--- src/rtl/in_port_conditioner_if.sv ---
// Bus between the input conditioner and the CPU input/output ports.
// raw_in/clr_mask flow into the conditioner; level_out/event_out/irq flow out.
interface in_port_conditioner_if #(
    parameter int unsigned WIDTH = 8
);
    logic [WIDTH-1:0] raw_in;
    logic [WIDTH-1:0] clr_mask;
    logic [WIDTH-1:0] level_out;
    logic [WIDTH-1:0] event_out;
    logic             irq;

    // CPU / environment side
    modport master (
        output raw_in,
        output clr_mask,
        input  level_out,
        input  event_out,
        input  irq
    );

    // Conditioner side
    modport slave (
        input  raw_in,
        input  clr_mask,
        output level_out,
        output event_out,
        output irq
    );
endinterface

--- src/rtl/in_port_conditioner.sv ---
// Input port conditioner: synchronizer, per-bit debounce, sticky edge flags and irq.
// Optional build macro IN_PORT_FALL_EVENT_EN: event flags set on any level change
// (rise or fall) instead of on rising edges only.
module in_port_conditioner #(
    parameter int unsigned WIDTH           = 8,
    parameter int unsigned SYNC_STAGES     = 2,
    parameter int unsigned DEBOUNCE_CYCLES = 4
) (
    input logic                  clk,
    input logic                  reset,
    in_port_conditioner_if.slave bus
);

    localparam int unsigned      CntW    = $clog2(DEBOUNCE_CYCLES + 1);
    localparam logic [CntW-1:0]  CntLast = CntW'(DEBOUNCE_CYCLES - 1);

    logic [WIDTH-1:0] sync_q [SYNC_STAGES];
    logic [WIDTH-1:0] sync_d [SYNC_STAGES];
    logic [CntW-1:0]  cnt_q  [WIDTH];
    logic [CntW-1:0]  cnt_d  [WIDTH];
    logic [WIDTH-1:0] level_q, level_d;
    logic [WIDTH-1:0] event_q, event_d;
    logic             irq_q, irq_d;
    logic [WIDTH-1:0] s_q;
    logic [WIDTH-1:0] evt_set;

    assign s_q = sync_q[SYNC_STAGES-1];

    // Synchronizer shift chain
    always_comb begin
        sync_d[0] = bus.raw_in;
        for (int k = 1; k < SYNC_STAGES; k++) begin
            sync_d[k] = sync_q[k-1];
        end
    end

    // Per-bit debounce: count consecutive disagreeing cycles, update level on the last one
    always_comb begin
        level_d = level_q;
        for (int i = 0; i < WIDTH; i++) begin
            cnt_d[i] = '0;
            if (s_q[i] != level_q[i]) begin
                if (cnt_q[i] == CntLast) begin
                    level_d[i] = s_q[i];
                end else begin
                    cnt_d[i] = cnt_q[i] + CntW'(1);
                end
            end
        end
    end

    // Event flags: a set on this edge wins over a clear; irq follows the new flags
    always_comb begin
`ifdef IN_PORT_FALL_EVENT_EN
        evt_set = level_d ^ level_q;
`else
        evt_set = level_d & ~level_q;
`endif
        event_d = evt_set | (event_q & ~bus.clr_mask);
        irq_d   = |event_d;
    end

    // State registers with synchronous active-low reset
    always_ff @(posedge clk) begin
        if (!reset) begin
            for (int k = 0; k < SYNC_STAGES; k++) begin
                sync_q[k] <= '0;
            end
            for (int i = 0; i < WIDTH; i++) begin
                cnt_q[i] <= '0;
            end
            level_q <= '0;
            event_q <= '0;
            irq_q   <= 1'b0;
        end else begin
            for (int k = 0; k < SYNC_STAGES; k++) begin
                sync_q[k] <= sync_d[k];
            end
            for (int i = 0; i < WIDTH; i++) begin
                cnt_q[i] <= cnt_d[i];
            end
            level_q <= level_d;
            event_q <= event_d;
            irq_q   <= irq_d;
        end
    end

    assign bus.level_out = level_q;
    assign bus.event_out = event_q;
    assign bus.irq       = irq_q;

endmodule

--- src/flat_wrapper.sv ---
// flat-port wrapper written by rule: the top's interface ports become plain ports
module in_port_conditioner_flat 
#(
    parameter int unsigned WIDTH           = 8,
    parameter int unsigned SYNC_STAGES     = 2,
    parameter int unsigned DEBOUNCE_CYCLES = 4
)
  (clk, reset, bus_raw_in, bus_clr_mask, bus_level_out, bus_event_out, bus_irq);
  in_port_conditioner_if #(.WIDTH(WIDTH)) bus_i ();
  input logic clk;
  input logic reset;
  input wire logic [$bits(bus_i.raw_in)-1:0] bus_raw_in;
  input wire logic [$bits(bus_i.clr_mask)-1:0] bus_clr_mask;
  output wire logic [$bits(bus_i.level_out)-1:0] bus_level_out;
  output wire logic [$bits(bus_i.event_out)-1:0] bus_event_out;
  output wire logic [$bits(bus_i.irq)-1:0] bus_irq;
  assign bus_i.raw_in = bus_raw_in;
  assign bus_i.clr_mask = bus_clr_mask;
  assign bus_level_out = bus_i.level_out;
  assign bus_event_out = bus_i.event_out;
  assign bus_irq = bus_i.irq;
  in_port_conditioner #(.WIDTH(WIDTH), .SYNC_STAGES(SYNC_STAGES), .DEBOUNCE_CYCLES(DEBOUNCE_CYCLES)) u_core (.clk(clk), .reset(reset), .bus(bus_i));
endmodule
--- config.mk ---
export PLATFORM = sky130hd
export DESIGN_NAME = in_port_conditioner_flat
export DESIGN_NICKNAME = d
export VERILOG_FILES = /design/src/rtl/in_port_conditioner_if.sv /design/src/rtl/in_port_conditioner.sv /design/src/flat_wrapper.sv
export SDC_FILE = /design/constraint.sdc
export NUM_CORES = 1
export LEC_CHECK = 0
export CORE_MARGIN = 2
export CORE_UTILIZATION = 50
export CTS_CLUSTER_SIZE = 14
export DETAILED_ROUTE_END_ITERATION = 8
export MAX_ROUTING_LAYER = met4
export PLACE_DENSITY_LB_ADDON = 0.15
export SYNTH_ARGS = -nofsm -noshare
export SYNTH_HDL_FRONTEND = slang
export SYNTH_SLANG_ARGS = --single-unit
--- constraint.sdc ---
create_clock -name clk -period 2.35 [get_ports clk]
set_input_delay 0.705 -clock clk [delete_from_list [all_inputs] [get_ports clk]]
set_output_delay 0.705 -clock clk [all_outputs]
set_load 0.02 [all_outputs]
==> impl_metrics.py, run 1 <==
metrics = {
    "drt": {
        "wire_per_inst_um": 10.57,
        "vias": 1355,
        "viasPerCell": 4.609,
        "routed_wirelength_um": 3109,
        "drt_iter0_markers": 47,
        "route.detailed.drc": 0,
        "final_antenna_net_count": 0,
        "dr.pass1.iters": 4,
    },
    "run": {
        "max_cap_viol_count": 0,
    },
    "clock_tree": {
        "post_cts_buffers": 0,
        "cts_hold_buf": 0,
        "clk_pin_slew_ps": 60,
        "cts_tree": "done",
        "htreeDepth": 3,
        "cts.sinks": 57,
        "cts.path.max_buffers": 2,
        "cts.repair.resized": 0,
        "clkLatencyLatePin_ps": 320,
        "cts_root_buf": "clkbuf_8",
        "cts_buffers": 9,
    },
    "min_path": {
        "hold_class": "reg -> reg",
        "hp-start": "u_core.cnt_q[0][18]",
        "holdPathStages": 1,
    },
    "synthesis": {
        "synthArstFlopShare_pct": 0,
        "syn_area_um2": 2056,
        "ys_seq_area_share_pct": 55.51,
        "syn_inst": 200,
        "synthesis.nets": 234,
        "ys.flop_type": "dfxtp_1",
        "synth_commonest_cells": "dfxtp_1, inv_1, nor2_1",
        "ys_top_cells_by_area": "dfxtp_1, ha_1, and2_1, inv_1, nor2_1",
        "synth.mux.area_fraction_pct": 1.461,
        "synth-edff-count": 0,
        "yosysWarnings": 0,
        "synthSimpleGateAreaFrac_pct": 20.02,
        "synth_xor_area_share_pct": 3.408,
        "synth_top_family_by_area": "simple AND/OR/NAND/NOR gates",
        "yosysMostFrequentCell": "dfxtp_1",
        "yosysUniqueCellTypes": 22,
        "yosys.area.top_type": "dfxtp_1",
        "synth_compound_area_share_pct": 4.626,
        "syn_avg_cell_area_um2": 10.28,
        "yosys.area.top_type_share_pct": 55.51,
        "synth-seq-cells": 57,
        "synth_adder_area_share_pct": 9.738,
    },
    "timing": {
        "setup_viol": 0,
        "clock.fmax_mhz": 483.6,
        "slew_headroom_pct": 79.41,
        "slew_viol_final": 0,
        "fin_crit_ps": 2068,
        "hold_viol": 0,
        "clock_skew_ps": 4.021,
        "tightest_slew_ps": 305.7,
        "tns_ps": 0,
        "rsz0062_at_grt": "false",
        "finalCritPeriodShare_pct": 88.00,
    },
    "power_and_ir_drop": {
        "p_leak_nw": 1.059,
        "power_density_nw_per_um2": 683.7,
        "vdd_drop_max_uv": 412.5,
    },
    "critical_path": {
        "cp_num_buf_inv": 1,
        "path_class": "reg -> out",
        "worst_path_largest_cell_delay_ps": 640,
        "crit_family": "buffers and inverters",
        "cp.depth": 1,
        "start_kind": "register",
        "worst_ep_arrival_time_ps": 1360,
        "reg2reg_from": "u_core.cnt_q[0][18]",
        "worstPathRequired_ps": 1640,
        "cp_cell_sequence": "clkdlybuf4s50_1",
        "worstPathMaxFanout": 4,
        "end_kind": "primary output",
        "r2r_cells": 6,
        "crit_start": "u_core.bus.level_out[6]",
        "cp_slowest_cell": "clkdlybuf4s50_1",
    },
    "global_routing": {
        "grt_pass1_wl_um": 5092,
        "track_usage_pct": 15.84,
        "grt_pass1_vias": 1262,
        "grt_use_met1_pct": 17.71,
        "grtUsageMet2_pct": 24.27,
        "antenna_found_initial": 0,
        "grtUsageMet3_pct": 4.441,
        "grt-busiest-layer": "met2",
        "gr-total-overflow": 0,
        "grt_max_degree": 42,
    },
    "final_layout": {
        "num-nets-final": 276,
        "drive_above_1_share_pct": 6.148,
        "fillers": 340,
        "areaGrowthSynthToFinish_pct": 26.41,
        "post-route-util_pct": 65.44,
        "antenna_cells": 0,
    },
    "place": {
        "finalWeightedCongestion": 0.6473,
        "port_buffers": 34,
        "hpwl_um": 2087,
    },
    "floorplanning": {
        "fp-row-count": 23,
        "initial_core_util_pct": 51.76,
        "die_w_um": 68.12,
        "core_area_um2": 3971,
        "fp.dieH_um": 68.12,
        "io_pins": 35,
        "die_area_um2": 4640,
    },
    "outcome": {
        "status": "finished, final reports clean",
    },
}
-- worst reg2reg max path, cell delays in order (launching register included) --
cell      delay [ps]
dfxtp_1          310
ha_1             200
ha_1             220
nand2_1           90
o22ai_1          110
nor4_2           290
a21boi_1         100
-- cell type report --
class / instances / area [µm²] / share of cell area, %
tap: 50 / 62.56 / 2.407
timing repair buffer: 35 / 347.8 / 13.38
clock inverter: 1 / 5.005 / 0.1926
sequential: 57 / 1141 / 43.91
clock buffer: 12 / 145.1 / 5.585
inverter: 24 / 90.09 / 3.467
multi-input combinational: 115 / 807.0 / 31.05
-- cell usage in the layout, fill, tap and decap left out, types with 2 or more instances in the layout --
cell	netlist	routed
and2_1	23	23
dfxtp_1	57	57
nor2_1	24	24
clkbuf_8	0	10
nor2b_1	3	3
a21boi_1	2	2
nand2b_1	5	5
inv_1	24	24
o22ai_1	5	5
clkbuf_1	2	2
nand2_1	5	5
ha_1	16	16
xor2_1	8	8
mux2i_1	3	3
clkdlybuf4s50_1	0	34
nand3b_1	11	11
a21boi_0	4	4
-- per-stage QoR --
stage	setup slack, ps	instances	hold WS (ps)	area, µm²	power, W
2_1_floorplan	1054	200	399.2	2056	0.001038
3_3_place_gp	513.3	281	408.3	2449	0.001072
3_5_place_dp	475.4	281	418.6	2449	0.001072
4_1_cts	275.6	294	426.6	2599	0.001794
5_1_grt	245.0	294	439.2	2599	0.001831
6_report	282.0	294	423.2	2599	0.001777
-- where the power goes --
group          switching (W)  internal, W
logic              0.0000205    0.0000390
clock network       0.000334     0.000392
registers         0.00000747     0.000984
-- metal layers --
layer | wire length, µm | share of wire (%)
met1 | 1541 | 50
met2 | 1328 | 43
met3 | 145 | 4.7
met4 | 94 | 3.0
met5 | 0 | 0
-- final timing paths --
check                   endpoint  slack, ps
max             bus_level_out[6]        280
min          u_core.cnt_q[0][18]        420
max reg2reg       u_core.bus.irq        910
min reg2reg  u_core.cnt_q[0][18]        420
-- sequential cells by signal, indices dropped and copies added, names as in the netlist --
| name | cells |
|---|---|
| u_core.sync_q | 16 |
| u_core.bus.event_out | 8 |
| u_core.cnt_q | 24 |
| u_core.bus.irq | 1 |
| u_core.bus.level_out | 8 |
-- cells by family after synthesis --
group	after synthesis
AOI/OAI and AO/OA	14
xor gates and xnor gates	8
adders and majority gates	16
buffers and inverters	28
DFF	57
muxes	3
and+or+nand+nor	74
(Power assumes the default switching activity.)
==> run 2: changes to the inputs <==
- ABC_CLOCK_PERIOD_IN_PS: default -> 2200
- clock period: 2.35 -> 2.2 ns (I/O delays scaled with it)
==> run 2 against run 1 <==
Clock-buffer cell count increased by 2. Sequential power rose by 7%. Flip-flop and latch count stayed put. Utilization is 1.4 points higher. Design area is 2.1% higher. Worst setup slack got worse by 87 ps. Non-clock buffer count stayed put. Clock power grew 24%. First-iteration DRC count shrank 32%. Largest cell class unchanged.
==> impl_metrics.py, run 2 (synthesis gave the netlist of run 1 again) <==
metrics = {
    "critical_path": {
        "r2r_cells": 6,
        "worst_path_largest_cell_delay_ps": 630,
        "reg2reg_from": "u_core.cnt_q[0][18]",
        "start_kind": "register",
        "end_kind": "primary output",
        "worst_ep_arrival_time_ps": 1350,
        "path_class": "reg -> out",
        "r2r_setup_slack_ps": 790,
        "cp_slowest_cell": "clkdlybuf4s50_1",
        "cp.depth": 1,
        "cp_num_buf_inv": 1,
        "reg2reg_to": "u_core.bus.irq",
        "cp_cell_sequence": "clkdlybuf4s50_1",
        "endpoint": "bus_level_out[1]",
        "crit_family": "buffers and inverters",
        "crit_start": "u_core.bus.level_out[1]",
        "worstPathMaxFanout": 4,
        "worstPathRequired_ps": 1540,
    },
    "timing": {
        "clock.fmax_mhz": 498.7,
        "finalCritPeriodShare_pct": 91.14,
        "setup_viol": 0,
        "tns_ps": 0,
        "rsz0062_at_grt": "false",
        "clock_skew_ps": 4.582,
        "slew_viol_final": 0,
        "tightest_slew_ps": 319.0,
        "fin_crit_ps": 2005,
        "hold_viol": 0,
        "slew_headroom_pct": 78.51,
    },
    "place": {
        "finalWeightedCongestion": 0.6600,
        "port_buffers": 34,
        "dp_cells": 281,
        "hpwl_um": 2069,
    },
    "floorplanning": {
        "die_area_um2": 4640,
        "fp.dieH_um": 68.12,
        "initial_core_util_pct": 51.76,
        "die_w_um": 68.12,
        "fp-row-count": 23,
        "io_pins": 35,
        "core_area_um2": 3971,
    },
    "clock_tree": {
        "cts_root_buf": "clkbuf_8",
        "post_cts_buffers": 0,
        "cts.sinks": 57,
        "htreeDepth": 3,
        "cts.path.max_buffers": 2,
        "cts_hold_buf": 0,
        "cts.repair.resized": 0,
        "clkLatencyLatePin_ps": 320,
        "cts_tree": "done",
        "clk_pin_slew_ps": 60,
        "cts_buffers": 9,
    },
    "final_layout": {
        "num-nets-final": 276,
        "top_register": "u_core.cnt_q",
        "drive_above_1_share_pct": 7.692,
        "post-route-util_pct": 66.82,
        "antenna_cells": 0,
        "stdcell_count": 297,
        "fillers": 321,
        "final_cell_mix": "dfxtp_1, clkdlybuf4s50_1, inv_1, nor2_1, and2_1",
        "largest_reg_flops": 24,
        "final_common_cell": "dfxtp_1",
        "reg_top3": "u_core.cnt_q (24), u_core.sync_q (16)",
        "areaGrowthSynthToFinish_pct": 29.09,
    },
    "global_routing": {
        "antenna_found_initial": 0,
        "grt_pass1_wl_um": 5078,
        "gr-total-overflow": 0,
        "track_usage_pct": 16.25,
        "grt_max_degree": 42,
        "grt_pass1_vias": 1205,
    },
    "power_and_ir_drop": {
        "switchingPower_w": 0.0004020,
        "power_frac_comb_pct": 3.3,
        "p_leak_nw": 1.087,
        "p_total_w": 0.002025,
        "p_int_w": 0.001623,
        "p_sw_share_pct": 19.85,
        "vdd_drop_max_uv": 701.0,
        "pwr-share-seq_pct": 52.3,
        "power_density_nw_per_um2": 763.1,
        "p_clk_share_pct": 44.4,
    },
    "drt": {
        "dr.pass1.iters": 4,
        "route.detailed.drc": 0,
        "wire_per_inst_um": 10.14,
        "routed_wirelength_um": 3012,
        "vias": 1341,
        "final_antenna_net_count": 0,
        "viasPerCell": 4.515,
        "drt_iter0_markers": 32,
    },
    "outcome": {
        "status": "finished, final reports clean",
    },
    "run": {
        "max_cap_viol_count": 0,
    },
    "min_path": {
        "hold_class": "reg -> reg",
        "holdPathStages": 1,
    },
}
## run 2: changes by cell type in the layout (fill, tap and decap cells not counted)
cell and change:
buf_12 +1, buf_4 -1, clkbuf_8 +3, clkbuf_1 -1, clkinv_2 +1
## run 2: worst min path at each step
stage | from | to
2_1_floorplan | u_core.cnt_q[0][0] | u_core.cnt_q[0][0]
3_3_place_gp | u_core.cnt_q[0][3] | u_core.cnt_q[0][3]
3_5_place_dp | u_core.cnt_q[0][21] | u_core.cnt_q[0][21]
4_1_cts | u_core.cnt_q[0][21] | u_core.cnt_q[0][21]
5_1_grt | u_core.cnt_q[0][6] | u_core.cnt_q[0][6]
6_report | u_core.cnt_q[0][21] | u_core.cnt_q[0][21]
## run 2: power by group through the flow
stage	Sequential, W	Clock, W	Combinational [W]
floorplan	0.00108	0	0.0000288
global placement	0.00108	0	0.0000668
detailed placement	0.00108	0	0.0000676
CTS	0.00106	0.000931	0.0000684
global route	0.00106	0.000975	0.0000746
finish	0.00106	0.000899	0.0000668
## run 2: final cells by class
cell class	count	area (µm²)	area share (%)
Tap cell	50	62.56	2.357
Sequential cell	57	1141	43.00
Clock inverter	2	10.01	0.3772
Clock buffer	14	182.7	6.884
Inverter	24	90.09	3.395
Multi-Input combinational cell	115	807.0	30.41
Timing Repair Buffer	35	360.3	13.58
## run 2: per-layer routing
metal,share of wire [%],GRT usage (%),up-vias
met1,48,19.01,589
met2,44,22.33,26
met3,5.1,5.428,8
met4,3.1,13.50,0
li1,-,-,718
met5,0,-,-
## run 2: metrics by stage
step / setup slack [ps] / hold WS, ps / cell area [µm²]
6_report: 194.8 / 418.3 / 2654
3_5_place_dp: 463.9 / 412.8 / 2461
4_1_cts: 172.1 / 421.1 / 2654
5_1_grt: 125.5 / 434.8 / 2654
2_1_floorplan: 904.1 / 399.2 / 2056
3_3_place_gp: 492.1 / 408.4 / 2461
## run 2: worst register-to-register path: stages (launching register included)
cell,delay [ps]
dfxtp_1,310
ha_1,190
ha_1,210
nand2_1,80
o22ai_1,110
nor4_2,290
a21boi_1,90
==> run 3: changes to the inputs <==
- CAP_MARGIN: default -> 40
==> results of run 3 <==
Same layout as run 2: the final DEF is identical, and so are final timing and power.
